$ cat config.mk
export PLATFORM = sky130hd
export DESIGN_NAME = vadd_seq_ctrl
export DESIGN_NICKNAME = d
export VERILOG_FILES = /design/src/rtl/vadd_seq_ctrl.sv
export SDC_FILE = /design/constraint.sdc
export NUM_CORES = 1
export LEC_CHECK = 0
export ABC_AREA = 1
export BUFFER_PORTS_ARGS = -buffer_cell sky130_fd_sc_hd__buf_2
export CORE_AREA = 3 3 181 183
export CTS_CLUSTER_SIZE = 20
export DETAILED_ROUTE_END_ITERATION = 6
export DIE_AREA = 0 0 184 186
export HOLD_SLACK_MARGIN = 0.08
export SLEW_MARGIN = 25
export SYNTH_ARGS = -nofsm -noshare
export SYNTH_HDL_FRONTEND = slang
export SYNTH_SLANG_ARGS = --single-unit
$ cat constraint.sdc
create_clock -name clk -period 3.1 [get_ports clk]
set_clock_uncertainty 0.05 [all_clocks]
set_input_delay 0.62 -clock clk [delete_from_list [all_inputs] [get_ports clk]]
set_output_delay 0.62 -clock clk [all_outputs]
set_load 0.01 [all_outputs]
$ cat src/rtl/vadd_seq_ctrl.sv
// Sequencer for the lane-split vector add/sub datapath.
// Streams VRF beats through the external adder and writes packed results back.
module vadd_seq_ctrl #(
  parameter int ADDR_WIDTH  = 5,
  parameter int VL_WIDTH    = 11,
  parameter int OPSEL_WIDTH = 5,
  parameter int SEW_WIDTH   = 2
) (
  input  logic                   clk,
  input  logic                   rst,
  input  logic                   req_valid,
  output logic                   req_ready,
  input  logic [OPSEL_WIDTH-1:0] req_opsel,
  input  logic [SEW_WIDTH-1:0]   req_sew,
  input  logic                   req_carry,
  input  logic [VL_WIDTH-1:0]    req_vl,
  input  logic [ADDR_WIDTH-1:0]  req_vs1,
  input  logic [ADDR_WIDTH-1:0]  req_vs2,
  input  logic [ADDR_WIDTH-1:0]  req_vd,
  output logic                   rd_en,
  output logic [ADDR_WIDTH-1:0]  rd_addr0,
  output logic [ADDR_WIDTH-1:0]  rd_addr1,
  input  logic [63:0]            rd_data0,
  input  logic [63:0]            rd_data1,
  output logic [63:0]            add_vec0,
  output logic [63:0]            add_vec1,
  output logic [SEW_WIDTH-1:0]   add_sew,
  output logic [OPSEL_WIDTH-1:0] add_opsel,
  output logic                   add_carry,
  input  logic [80:0]            add_result,
  output logic                   wr_en,
  output logic [ADDR_WIDTH-1:0]  wr_addr,
  output logic [63:0]            wr_data,
  output logic [7:0]             wr_be,
  output logic                   busy,
  output logic                   done
);

  localparam int NB_W = VL_WIDTH + 3;

  localparam logic [1:0] S_IDLE  = 2'd0;
  localparam logic [1:0] S_RUN   = 2'd1;
  localparam logic [1:0] S_DRAIN = 2'd2;
  localparam logic [1:0] S_DONE  = 2'd3;

  logic [1:0]            state;
  logic [VL_WIDTH-1:0]   k;
  logic [VL_WIDTH-1:0]   last_k;
  logic [7:0]            last_be;
  logic [ADDR_WIDTH-1:0] vs1_q;
  logic [ADDR_WIDTH-1:0] vs2_q;
  logic [ADDR_WIDTH-1:0] vd_q;

  logic                  d_valid;
  logic                  d_last;
  logic [ADDR_WIDTH-1:0] d_k;

  logic                  wr_last;

  logic                  accept;
  logic                  k_last;
  logic [NB_W-1:0]       nbytes;
  logic [NB_W-1:0]       nbytes_up;
  logic [VL_WIDTH-1:0]   nbeats;
  logic [7:0]            be_tail;
  logic [63:0]           packed_res;
  logic [16:0]           guard_bits;
  logic                  unused_guard;

  assign accept = req_valid && (state == S_IDLE);
  assign k_last = (k == last_k);

  // Byte count fits NB_W bits even at max VL and SEW=64b, so +7 cannot overflow.
  assign nbytes    = {3'b000, req_vl} << req_sew;
  assign nbytes_up = nbytes + NB_W'(7);
  assign nbeats    = nbytes_up[NB_W-1:3];

  always_comb begin
    be_tail = 8'hFF;
    unique case (nbytes[2:0])
      3'd1:    be_tail = 8'h01;
      3'd2:    be_tail = 8'h03;
      3'd3:    be_tail = 8'h07;
      3'd4:    be_tail = 8'h0F;
      3'd5:    be_tail = 8'h1F;
      3'd6:    be_tail = 8'h3F;
      3'd7:    be_tail = 8'h7F;
      default: be_tail = 8'hFF;
    endcase
  end

  // Each 10-bit adder lane carries a guard bit on both sides of its byte.
  for (genvar i = 0; i < 8; i++) begin : g_pack
    assign packed_res[8*i +: 8]  = add_result[10*i+1 +: 8];
    assign guard_bits[2*i]       = add_result[10*i];
    assign guard_bits[2*i+1]     = add_result[10*i+9];
  end
  assign guard_bits[16] = add_result[80];
  assign unused_guard   = ^guard_bits;

  always_ff @(posedge clk) begin
    if (rst) begin
      state <= S_IDLE;
      k     <= '0;
    end else begin
      case (state)
        S_IDLE: begin
          k <= '0;
          if (accept) begin
            state <= (req_vl == '0) ? S_DONE : S_RUN;
          end
        end
        S_RUN: begin
          if (k_last) begin
            state <= S_DRAIN;
          end else begin
            k <= k + 1'b1;
          end
        end
        S_DRAIN: begin
          if (wr_en && wr_last) begin
            state <= S_DONE;
          end
        end
        default: state <= S_IDLE;
      endcase
    end
  end

  always_ff @(posedge clk) begin
    if (rst) begin
      add_opsel <= '0;
      add_sew   <= '0;
      add_carry <= 1'b0;
      vs1_q     <= '0;
      vs2_q     <= '0;
      vd_q      <= '0;
      last_k    <= '0;
      last_be   <= 8'hFF;
    end else if (accept) begin
      add_opsel <= req_opsel;
      add_sew   <= req_sew;
      add_carry <= req_carry;
      vs1_q     <= req_vs1;
      vs2_q     <= req_vs2;
      vd_q      <= req_vd;
      last_k    <= nbeats - 1'b1;
      last_be   <= be_tail;
    end
  end

  assign req_ready = (state == S_IDLE);
  assign busy      = (state == S_RUN) || (state == S_DRAIN);
  assign done      = (state == S_DONE);
  assign rd_en     = (state == S_RUN);

  assign rd_addr0 = rd_en ? vs1_q + k[ADDR_WIDTH-1:0] : '0;
  assign rd_addr1 = rd_en ? vs2_q + k[ADDR_WIDTH-1:0] : '0;

  // Data cycle: VRF returns the beat read in the previous cycle.
  always_ff @(posedge clk) begin
    if (rst) begin
      d_valid <= 1'b0;
      d_last  <= 1'b0;
      d_k     <= '0;
    end else begin
      d_valid <= rd_en;
      d_last  <= rd_en && k_last;
      d_k     <= k[ADDR_WIDTH-1:0];
    end
  end

  assign add_vec0 = d_valid ? rd_data0 : '0;
  assign add_vec1 = d_valid ? rd_data1 : '0;

  always_ff @(posedge clk) begin
    if (rst) begin
      wr_en   <= 1'b0;
      wr_last <= 1'b0;
      wr_addr <= '0;
      wr_data <= '0;
      wr_be   <= '0;
    end else begin
      wr_en   <= d_valid;
      wr_last <= d_valid && d_last;
      if (d_valid) begin
        wr_addr <= vd_q + d_k;
        wr_data <= packed_res;
        wr_be   <= d_last ? last_be : 8'hFF;
      end
    end
  end

endmodule

Yosys cells after proc, flatten, opt, wreduce, memory -nomap -nowiden

Index checks and enable logic that the tools add are counted.
W data, S select, Z words.

Flip-flop bits (word level): 141
Bits in latches: 0
Memory bits (writable): 0
Bits in read-only memories: 0
Bits of input ports: 246
Output and inout bits: 228
Word-level logic and storage cells: 63
Memories: 0

Add/sub/neg operators: 6
Multiply operators: 0
Div/mod/pow operators: 0
$lt $le $gt $ge: 0
Eq/ne operators: 15
Shift operators: 1
Muxes and demuxes: 13
Bitwise gates (word level): 0
Reductions and logical operators: 10

Operators by type and width:

| kind                    | number |
|---|---|
| $mux W64                | 2 |
| $pmux W8 S7             | 1 |
| $pmux W11 S2            | 1 |
| $add A5 B5 Y5           | 3 |
| $add A14 B3 Y14 const B | 1 |
| $shl A11 B2 Y14         | 1 |
| $eq A3 B3 Y1 const B    | 4 |
| $add A11 B1 Y11 const B | 1 |
| $eq A11 B11 Y1          | 1 |
| $logic_not A11 Y1       | 1 |
| $mux W11                | 1 |
| $sub A11 B1 Y11 const B | 1 |
| $mux W5                 | 2 |
| $mux W2                 | 4 |
| $mux W8                 | 1 |
| $eq A3 B2 Y1 const B    | 2 |
| $pmux W2 S3             | 1 |
| $eq A2 B2 Y1 const B    | 2 |
| $logic_and A1 B1 Y1     | 4 |
| $ne A2 B1 Y1 const B    | 2 |
| $ne A2 B2 Y1 const B    | 2 |
| $eq A3 B1 Y1 const B    | 1 |
| $reduce_and A3 Y1       | 1 |
| $eq A2 B1 Y1 const B    | 1 |
| 4 further kinds         | 4 |

Logic depth before layout (Yosys ltp)

Word-level depth: 4
Depth in mapped cells: 19
Mapped depth without buffers: 18

Worst setup path before layout

No wires, ideal clock.

Path kind: in2reg
From: input port req_sew[0]
To: register last_k[8]
Setup time: 114 ps
Arrival: 2,127 ps
Data required time: 2,936 ps
Slack: 810 ps
Cell stages on the path: 19
Path through: buf_6 inv_8 nand2_2 nand3_1 nand2_2 nand2_4 nand2_4 nand2_1 nand2_2 ha_1 inv_1 nor2_4 nand3_2 nor2_4 nand2_2 nand2_1 nand2_1 o21bai_1 inv_1

Word-level cells in the longest chain between the ends: 3

RTL lines:

| item                 | line | RTL |
|---|---|---|
| from (decl)          | 14   | `input logic [SEW_WIDTH-1:0] req_sew,` |
| $shl A11 B2 Y14      | 74   | `assign nbytes = {3'b000, req_vl} << req_sew;` |
| $add A14 B3 Y14      | 75   | `assign nbytes_up = nbytes + NB_W'(7);` |
| $sub A11 B1 Y11      | 147  | `last_k <= nbeats - 1'b1;` |
| to (signal assigned) | 147  |  |
| to (decl)            | 48   | `logic [VL_WIDTH-1:0] last_k;` |

Every way passes these cells.
A chain may end at the register's enable or synchronous reset.

Final worst setup path

From: register k[0]
To: output port rd_addr1[4]

Word-level cells in the longest chain between the ends: 2

RTL lines:

| item                   | line | RTL |
|---|---|---|
| from (decl)            | 47   | `logic [VL_WIDTH-1:0] k;` |
| from (signal assigned) | 117  | `k <= k + 1'b1;` |
| $add A5 B5 Y5          | 158  | `assign rd_addr1 = rd_en ? vs2_q + k[ADDR_WIDTH-1:0] : '0;` |
| $mux W5                | 158  |  |
| to (decl)              | 22   | `output logic [ADDR_WIDTH-1:0] rd_addr1,` |

Every way passes these cells.

==> metrics <==
run status completed; P per Cell Area 663.7 mW/mm^2; Resized Gates After CTS 0; setup TNS 0 ps; IO Pins 474; Startpoint Class flop; Post-CTS Hold Buffers 0; DR pass1 iterations 4; post-route setup slack 300.1 ps; post-synthesis sequential area ratio 36.02%; Layout area overhead 41.62%; Pleak 6.919 nW; Fin. Hold Viols 0; drt wl/cell 15.47 um; clk sinks 140; TritonCTS clock tree built; share of post-route cells with drive strength above 1 34.00%; port bufs 456; total track usage 17.26%; # rows 65; Max FO, Critical Path 5; RSZ-0062 raised after global routing false; Synthesis Warnings 0; type of the worst setup path flop to output port; crit path time final 2800 ps; root buffer cell clkbuf_16; Gate Count Post-Synth 1210; WL final 31.77 mm; top_reg_cell synth dfxtp_1; final setup vio count 0; vias per std cell 4.376; Worst slew margin 48.86%; Setup Fix Bufs, Post-CTS 0; vias in the first global route 8401; Initial Util 24.78%; grt total ovfl 0; CP endpoint kind output port; most frequent cells in the layout 456 x buf_2, 269 x nand2_1, 220 x nor2_1; hold slack 359.3 ps; pin count of the biggest net entering global routing 66; fin crit share 90.32%; GPL Wtd Cong 0.9145; async set-reset flop share out of synthesis 0%; DRT iter0 DRCs 317; CTS buffer count 17; Core ar. 0.03139 sq mm; Post-Syn Area 0.007780 sq mm; fin nets 1902; DRC 0; htree depth 4; total power draw 0.007312 W; Die X-Extent 184 um; HPWL Detailed 25.88 mm; Worst VDD drop 349.7 uV; commonest non-fill, non-tap cell in the layout buf_2; vias 8983; Yosys reg bits 140; Worst EP arrival 2130 ps; syn nets 1477; global-route wire length before repair 46.21 mm; Setup WS pre-CTS 421.3 ps; fillers 3403; Worst Tran Pin Value 767.1 ps; Max Freq 357.1 MHz; die area 0.03422 sq mm; Critical Path RT 2430 ps; clk_lat worst skew 420 ps; DIE HEIGHT 186 um; syn avg cell area 6.430 sq um; hold crit path type primary input to flop; Reg clk slew, reported paths 60 ps; distinct cell type count after synthesis 39; MaxCap Viol Count 0; Final ANT Viol Nets 0; pins over their slew limit 0; Max clock buf depth 2; Post-synth EDFFs 0; antenna violations before repair 7
==> routing by layer <==
metal | vias to the layer above | part of all wire [%] | GRT usage (%)
met5 | - | 0.069 | 0
met1 | 4137 | 40 | 19.77
met4 | 4 | 1.1 | 4.687
met3 | 22 | 5.5 | 3.400
li1 | 4550 | - | -
met2 | 270 | 53 | 32.61
==> synthesized netlist by cell type (2+ instances only) <==
cell type	count	area share [%]
nand3_1	43	2.8
nand4_1	8	0.64
xnor2_1	4	0.45
inv_1	199	9.6
nand2_1	269	13
xor2_1	13	1.5
buf_6	3	0.43
nand2_2	21	1.7
a31oi_1	5	0.40
nor2_4	7	1.0
a211oi_1	4	0.39
o21bai_1	2	0.19
o211ai_1	2	0.19
a32o_1	2	0.26
nand3_2	7	0.90
nor3_1	9	0.58
buf_4	2	0.19
o221a_2	5	0.72
or2_2	2	0.16
nand2_4	6	0.87
fa_1	3	0.77
ha_1	18	2.9
clkbuf_1	52	2.5
nor2_1	220	11
inv_2	7	0.34
a21oi_1	28	1.8
o311ai_0	2	0.23
buf_2	3	0.19
dfxtp_1	140	36
o21ai_0	112	7.2
nor4_1	4	0.32
==> state kept, by name (all words and copies together) (netlist names), 7 cells and up <==
name / count
wr_data: 64
k: 11
last_k: 11
wr_be: 8
last_be: 7
==> layout make-up <==
class	count	area, sq um	area share [%]
well taps	402	503.0	4.565
diodes	4	10.01	0.09085
multi-input cells	800	3904	35.43
flip-flops and latches	140	2806	25.47
inverters	209	794.5	7.211
clock inverters	10	103.9	0.9425
repair buffers	467	2415	21.92
clock buffers	21	481.7	4.372
==> report_power, final <==
part | leakage (nW) | switching [W] | internal (W)
logic | 5.49 | 0.00178 | 0.00103
registers | 1.15 | 0.000256 | 0.00221
clock network | 0.280 | 0.000837 | 0.00120
==> worst max-delay path, cell delays in order (launching register included) <==
cell	delay (ps)
dfxtp_1	370
ha_1	260
fa_1	400
nand2_1	90
nand2_1	50
a21oi_1	160
xor2_1	170
nor2_1	50
buf_2	150
==> path summary, 6_finish.rpt <==
| kind | startpoint | end | slack, ps | cells after the start |
|---|---|---|---|---|
| min | add_result[2] | wr_data[1] | 360 | 3 |
| max | k[0] | rd_addr1[4] | 300 | 8 |
| min reg2reg | last_be[7] | wr_be[7] | 410 | 2 |
| max reg2reg | k[1] | k[6] | 820 | 12 |
==> logic make-up after synthesis <==
kind of cell / share of synthesized area, %
flops: 36.02
xor+xnor: 1.914
fa+ha+maj: 3.667
compound gates: 11.50
buf+inv: 13.80
simple gates: 33.10
==> metrics by stage <==
step                      util [%]  instance area (sq um)  instances
after floorplan                  -                   7780       1210
after global placement       33.20                  10420       2018
after detailed placement     33.20                  10420       2018
after CTS                    35.07                  11010       2049
after global routing         35.10                  11020       2053
final                        35.10                  11020       2053
(Power assumes the default switching activity.)
